--- config.mk ---
export PLATFORM = sky130hd
export DESIGN_NAME = tdm_link_rx_flat
export DESIGN_NICKNAME = d
export VERILOG_FILES = /design/src/rtl/tdm_link_if.sv /design/src/rtl/tdm_link_rx.sv /design/src/flat_wrapper.sv
export SDC_FILE = /design/constraint.sdc
export NUM_CORES = 1
export LEC_CHECK = 0
export ABC_AREA = 1
export CAP_MARGIN = 20
export CORE_MARGIN = 2
export CORE_UTILIZATION = 30
export DETAILED_ROUTE_END_ITERATION = 6
export SLEW_MARGIN = 15
export SYNTH_ARGS = -nofsm -noshare
export SYNTH_HDL_FRONTEND = slang
export SYNTH_SLANG_ARGS = --single-unit
--- constraint.sdc ---
create_clock -name clk -period 2.4 [get_ports clk]
set_input_delay 0.48 -clock clk [delete_from_list [all_inputs] [get_ports clk]]
set_output_delay 0.48 -clock clk [all_outputs]
set_load 0.02 [all_outputs]
--- src/rtl/tdm_link_if.sv ---
// Bus bundle for the timer-partitioned link receiver: transmit beats in,
// epoch/timer status and the two per-level receive FIFO heads out.
interface tdm_link_if #(
    parameter int WIDTH = 16
);
    logic             in_valid;
    logic [WIDTH-1:0] in_data;
    logic             epoch;
    logic [15:0]      timer;
    logic             l_valid;
    logic [WIDTH-1:0] l_data;
    logic             l_ready;
    logic [7:0]       l_drop;
    logic             h_valid;
    logic [WIDTH-1:0] h_data;
    logic             h_ready;
    logic [7:0]       h_drop;

    modport master (
        output in_valid, in_data, l_ready, h_ready,
        input  epoch, timer, l_valid, l_data, l_drop, h_valid, h_data, h_drop
    );

    modport slave (
        input  in_valid, in_data, l_ready, h_ready,
        output epoch, timer, l_valid, l_data, l_drop, h_valid, h_data, h_drop
    );
endinterface

--- src/rtl/tdm_link_rx.sv ---
// Receive endpoint of the timer-partitioned link: regenerates the L/H epoch
// schedule from a public countdown and steers accepted words into per-level FIFOs.
module tdm_link_rx #(
    parameter int WIDTH = 16,
    parameter int EPOCH = 10,
    parameter int DEPTH = 4
) (
    input  logic       clk,
    input  logic       reset,
    tdm_link_if.slave  bus
);
    localparam int          AW     = $clog2(DEPTH);
    localparam int          CW     = AW + 1;
    localparam logic [15:0] RELOAD = 16'(EPOCH);
    localparam logic [CW-1:0] FULL = CW'(DEPTH);

    typedef enum logic {EP_L = 1'b0, EP_H = 1'b1} epoch_e;

    function automatic logic [7:0] sat_inc(input logic [7:0] v);
        return (v == 8'hFF) ? v : v + 8'd1;
    endfunction

    epoch_e      epoch_q, epoch_d;
    logic [15:0] timer_q, timer_d;
    logic        guard;

    logic [WIDTH-1:0] l_mem_q [DEPTH];
    logic [AW-1:0]    l_wr_q, l_wr_d, l_rd_q, l_rd_d;
    logic [CW-1:0]    l_cnt_q, l_cnt_d;
    logic [7:0]       l_drop_q, l_drop_d;
    logic             l_req, l_pop, l_push;

    logic [WIDTH-1:0] h_mem_q [DEPTH];
    logic [AW-1:0]    h_wr_q, h_wr_d, h_rd_q, h_rd_d;
    logic [CW-1:0]    h_cnt_q, h_cnt_d;
    logic [7:0]       h_drop_q, h_drop_d;
    logic             h_req, h_pop, h_push;

    // Schedule depends only on the timer, so traffic can never shift it.
    always_comb begin
        guard   = (timer_q == 16'd0);
        epoch_d = epoch_q;
        timer_d = timer_q - 16'd1;
        if (guard) begin
            epoch_d = (epoch_q == EP_L) ? EP_H : EP_L;
            timer_d = RELOAD;
        end
    end

    always_ff @(posedge clk) begin
        if (reset) begin
            epoch_q <= EP_L;
            timer_q <= RELOAD;
        end else begin
            epoch_q <= epoch_d;
            timer_q <= timer_d;
        end
    end

    // A pop frees the slot a same-cycle push into a full FIFO needs.
    always_comb begin
        l_req    = bus.in_valid && !guard && (epoch_q == EP_L);
        l_pop    = (l_cnt_q != '0) && bus.l_ready;
        l_push   = l_req && ((l_cnt_q != FULL) || l_pop);
        l_wr_d   = l_push ? l_wr_q + AW'(1) : l_wr_q;
        l_rd_d   = l_pop  ? l_rd_q + AW'(1) : l_rd_q;
        l_cnt_d  = l_cnt_q + CW'(l_push) - CW'(l_pop);
        l_drop_d = (l_req && !l_push) ? sat_inc(l_drop_q) : l_drop_q;
    end

    always_comb begin
        h_req    = bus.in_valid && !guard && (epoch_q == EP_H);
        h_pop    = (h_cnt_q != '0) && bus.h_ready;
        h_push   = h_req && ((h_cnt_q != FULL) || h_pop);
        h_wr_d   = h_push ? h_wr_q + AW'(1) : h_wr_q;
        h_rd_d   = h_pop  ? h_rd_q + AW'(1) : h_rd_q;
        h_cnt_d  = h_cnt_q + CW'(h_push) - CW'(h_pop);
        h_drop_d = (h_req && !h_push) ? sat_inc(h_drop_q) : h_drop_q;
    end

    always_ff @(posedge clk) begin
        if (reset) begin
            l_wr_q   <= '0;
            l_rd_q   <= '0;
            l_cnt_q  <= '0;
            l_drop_q <= '0;
        end else begin
            l_wr_q   <= l_wr_d;
            l_rd_q   <= l_rd_d;
            l_cnt_q  <= l_cnt_d;
            l_drop_q <= l_drop_d;
        end
    end

    always_ff @(posedge clk) begin
        if (reset) begin
            h_wr_q   <= '0;
            h_rd_q   <= '0;
            h_cnt_q  <= '0;
            h_drop_q <= '0;
        end else begin
            h_wr_q   <= h_wr_d;
            h_rd_q   <= h_rd_d;
            h_cnt_q  <= h_cnt_d;
            h_drop_q <= h_drop_d;
        end
    end

    // Storage is not reset; the heads are masked to zero while empty instead.
    always_ff @(posedge clk) begin
        if (l_push && !reset) l_mem_q[l_wr_q] <= bus.in_data;
        if (h_push && !reset) h_mem_q[h_wr_q] <= bus.in_data;
    end

    assign bus.epoch   = epoch_q;
    assign bus.timer   = timer_q;
    assign bus.l_valid = (l_cnt_q != '0);
    assign bus.l_data  = (l_cnt_q != '0) ? l_mem_q[l_rd_q] : '0;
    assign bus.l_drop  = l_drop_q;
    assign bus.h_valid = (h_cnt_q != '0);
    assign bus.h_data  = (h_cnt_q != '0) ? h_mem_q[h_rd_q] : '0;
    assign bus.h_drop  = h_drop_q;
endmodule

--- src/flat_wrapper.sv ---
// flat-port wrapper written by rule: the top's interface ports become plain ports
module tdm_link_rx_flat 
#(
    parameter int WIDTH = 16,
    parameter int EPOCH = 10,
    parameter int DEPTH = 4
)
  (clk, reset, bus_in_valid, bus_in_data, bus_l_ready, bus_h_ready, bus_epoch, bus_timer, bus_l_valid, bus_l_data, bus_l_drop, bus_h_valid, bus_h_data, bus_h_drop);
  tdm_link_if #(.WIDTH(WIDTH)) bus_i ();
  input  logic clk;
  input  logic reset;
  input wire logic [$bits(bus_i.in_valid)-1:0] bus_in_valid;
  input wire logic [$bits(bus_i.in_data)-1:0] bus_in_data;
  input wire logic [$bits(bus_i.l_ready)-1:0] bus_l_ready;
  input wire logic [$bits(bus_i.h_ready)-1:0] bus_h_ready;
  output wire logic [$bits(bus_i.epoch)-1:0] bus_epoch;
  output wire logic [$bits(bus_i.timer)-1:0] bus_timer;
  output wire logic [$bits(bus_i.l_valid)-1:0] bus_l_valid;
  output wire logic [$bits(bus_i.l_data)-1:0] bus_l_data;
  output wire logic [$bits(bus_i.l_drop)-1:0] bus_l_drop;
  output wire logic [$bits(bus_i.h_valid)-1:0] bus_h_valid;
  output wire logic [$bits(bus_i.h_data)-1:0] bus_h_data;
  output wire logic [$bits(bus_i.h_drop)-1:0] bus_h_drop;
  assign bus_i.in_valid = bus_in_valid;
  assign bus_i.in_data = bus_in_data;
  assign bus_i.l_ready = bus_l_ready;
  assign bus_i.h_ready = bus_h_ready;
  assign bus_epoch = bus_i.epoch;
  assign bus_timer = bus_i.timer;
  assign bus_l_valid = bus_i.l_valid;
  assign bus_l_data = bus_i.l_data;
  assign bus_l_drop = bus_i.l_drop;
  assign bus_h_valid = bus_i.h_valid;
  assign bus_h_data = bus_i.h_data;
  assign bus_h_drop = bus_i.h_drop;
  tdm_link_rx #(.WIDTH(WIDTH), .EPOCH(EPOCH), .DEPTH(DEPTH)) u_core (.clk(clk), .reset(reset), .bus(bus_i));
endmodule
==> results.py, run 1 <==
metrics = {
    "power_and_ir_drop": {
        "clkPwrFrac": 0.292,
        "peakVddDrop_uv": 468,
        "leakagePower_nw": 3.54,
        "p_switching_w": 0.00299,
        "sw_frac_of_total": 0.339,
        "p_int_w": 0.00582,
        "pwr-share-seq": 0.405,
        "combPwrFrac": 0.302,
        "p_per_area_nw_per_um2": 918,
    },
    "global_route": {
        "grt-ovfl-total": 0,
        "grt_start_max_net_pins": 25,
        "antenna_found_initial": 1,
        "grt.total_usage": 0.127,
        "grt_first_pass_wirelength_mm": 26.0,
        "grt_pass1_vias": 5068,
    },
    "cts": {
        "clk_latency_ns": 0.43,
        "cts_buffers": 17,
        "cts_tree": "done",
        "cts_num_sinks": 179,
        "cts.clk_slew.worst_paths_ns": 0.07,
        "clk_root_buffer_cell": "clkbuf_16",
        "htree_levels": 4,
        "holdBufCountCts": 0,
        "clk_path_buf_depth": 2,
    },
    "place": {
        "gp_congestion": 0.795,
        "dp_worst_setup_slack_ns": 0.117,
        "placed_area_um2": 9080,
        "dp_hpwl_mm": 10.9,
        "place.port_buffers": 87,
    },
    "floorplanning": {
        "core_area_um2": 25000,
        "ioPinCount": 88,
        "rows": 58,
        "start_util": 0.302,
        "die_h_um": 163,
        "fp.dieW_um": 163,
        "die-area_um2": 26400,
    },
    "setup_path": {
        "rr_worst_depth": 12,
        "cp_data_arrival_time_ns": 1.80,
        "crit_slowest_cell": "dfxtp_1",
        "crit_chain": "clkinvlp_4 > buf_4 > nor2_1 > o21ai_0 > a21oi_1 > dlygate4sd2_1",
        "slowest_delay_ns": 0.38,
        "crit_fanout": 9,
        "cp.required_ns": 1.92,
        "crit_end": "bus_l_data[9]",
        "crit_path_end_kind": "output pin",
        "cp.depth": 6,
        "setup.worst_path.start_class": "flop",
        "path_buf_inv": 3,
        "r2r-start": "u_core.bus.timer[0]",
        "crit_family": "buffers and inverters",
        "critPathKind": "reg -> out",
        "r2r_end": "u_core.h_cnt_q[2]",
        "r2r_slack_ns": 0.31,
    },
    "outcome": {
        "status": "finished clean",
    },
    "final_layout": {
        "area_delta_synth_final_pct": 27.2,
        "mostFrequentLayoutCells": "nor2_1, edfxtp_1, o21ai_0",
        "drive_gt1_frac": 0.129,
        "fill_cells": 2465,
        "post-route-cell-area_um2": 9600,
        "antenna_cells": 0,
        "seqCellArea_um2": 4870,
        "layout_commonest_cell": "nor2_1",
        "post-route-util": 0.384,
        "multi_input_area_um2": 2300,
        "nets": 895,
    },
    "sta": {
        "worst_slew_pin_slew_ns": 0.382,
        "fmax_ghz": 0.439,
        "period_share": 0.948,
        "hold_viol": 0,
        "rsz0062_at_grt": "false",
        "slew_violations": 0,
        "setup_viol": 0,
        "skew_ns": 0.0122,
        "period_needed_ns": 2.28,
        "fin_ws_ns": 0.124,
        "holdWs_ns": 0.441,
        "relSlewSlack": 0.745,
    },
    "synthesis": {
        "avgSynthCellArea_um2": 10.2,
        "synth_area_um2": 7550,
        "ys_types": 30,
        "ys_ff_latch": 179,
        "synthesis.nets": 777,
        "ys_seq_area_frac": 0.645,
        "syn_inst": 738,
        "yosys_warnings": 0,
    },
    "route": {
        "initialDrtViolationCount": 322,
        "antenna_left": 0,
        "dr_total_vias": 5277,
        "viasPerCell": 4.40,
        "totalWireLength_mm": 16.4,
        "avgRoutedWirePerCell_um": 13.6,
        "first_pass_iters": 4,
        "route.detailed.drc": 0,
    },
    "min_path": {
        "hold_path_class": "reg -> reg",
    },
    "run": {
        "maxCapViolCount": 0,
    },
}
[registers in the layout (all words and copies together), names as in the netlist, named ones only]
register,count
u_core.bus.epoch,1
u_core.bus.timer,16
u_core.h_mem_q,64
u_core.l_mem_q,64
u_core.bus.h_drop,8
u_core.h_cnt_q,3
u_core.l_rd_q,2
u_core.h_rd_q,2
u_core.bus.l_drop,8
u_core.l_wr_q,2
u_core.h_wr_q,2
u_core.l_cnt_q,3
[final cells by class]
class	instances	share of cell area
flip-flops and latches	179	0.507
multi-input cells	462	0.240
repair buffers	126	0.125
clock buffers	19	0.0462
well taps	330	0.0430
inverters	70	0.0282
clock inverters	13	0.0106
[metal layers]
metal,track usage,vias to the layer above,wire [µm]
li1,-,2705,-
met1,0.165,2451,7660
met2,0.208,103,7780
met3,0.0280,16,716
met4,0.0447,2,180
met5,0,-,13
[power by group through the flow]
stage | sequential (W) | combinational (W) | clock, W
after floorplan | 0.00363 | 0.00158 | 0
after CTS | 0.00357 | 0.00274 | 0.00263
final | 0.00357 | 0.00266 | 0.00257
after detailed placement | 0.00363 | 0.00294 | 0
after global routing | 0.00359 | 0.00297 | 0.00275
after global placement | 0.00363 | 0.00290 | 0
[cells by family (layout without fill, tap and decap cells)]
family | count (synthesis) | count (layout) | synth area share
xor gates and xnor gates | 8 | 8 | 0.00929
and+or+nand+nor | 295 | 295 | 0.170
adders and majority gates | 18 | 18 | 0.0318
DFF | 179 | 179 | 0.645
AOI/OAI and AO/OA | 141 | 141 | 0.0937
buffers and inverters | 97 | 228 | 0.0509
[worst min-delay path by stage]
stage	from	endpoint	slack (ns)	cells past startpoint
final	u_core.bus.timer[0]	u_core.bus.timer[0]	0.44	1
after CTS	u_core.bus.timer[0]	u_core.bus.timer[0]	0.45	1
after global placement	u_core.bus.timer[0]	u_core.bus.timer[0]	0.43	1
after floorplan	u_core.h_rd_q[1]	flop	0.44	2
after detailed placement	u_core.bus.timer[0]	u_core.bus.timer[0]	0.43	1
after global routing	u_core.bus.timer[0]	u_core.bus.timer[0]	0.46	1
[through the flow]
stage               setup TNS [ns]  power [W]  instances
CTS                       -0.00775    0.00894       1199
global route                     0    0.00930       1199
detailed placement               0    0.00657       1162
floorplan                    -7.34    0.00522        738
global placement                 0    0.00653       1162
finish                           0    0.00881       1199
[synthesized netlist by cell type, drive strengths merged]
cell	instances	area share
nor3	4	0.0040
nor4	1	0.00083
edfxtp	128	0.51
nand2	62	0.033
ha	16	0.027
buf	9	0.0071
a31oi	1	0.00083
dfxtp	51	0.14
or2	1	0.00083
xnor2	2	0.0023
inv	70	0.035
nor2	196	0.11
fa	2	0.0053
a21oi	63	0.042
xor2	6	0.0070
nand3	19	0.016
nand4	10	0.0083
nand3b	1	0.0010
o21ai	77	0.051
clkbuf	18	0.0090
and2	1	0.00083
[what timing repair did]
action,CTS,global route
cloned,0,0
resized for setup,42,41
buffers inserted,5,0
pin swaps,0,1
setup endpoints to repair,34,27
Power figures use the tool's default switching activity.
==> run 2, diff against run 1 <==
Settings changed: HOLD_SLACK_MARGIN from default to 0.15.
==> results of run 2 <==
No change in the layout: final DEF, timing and power equal those of run 1.
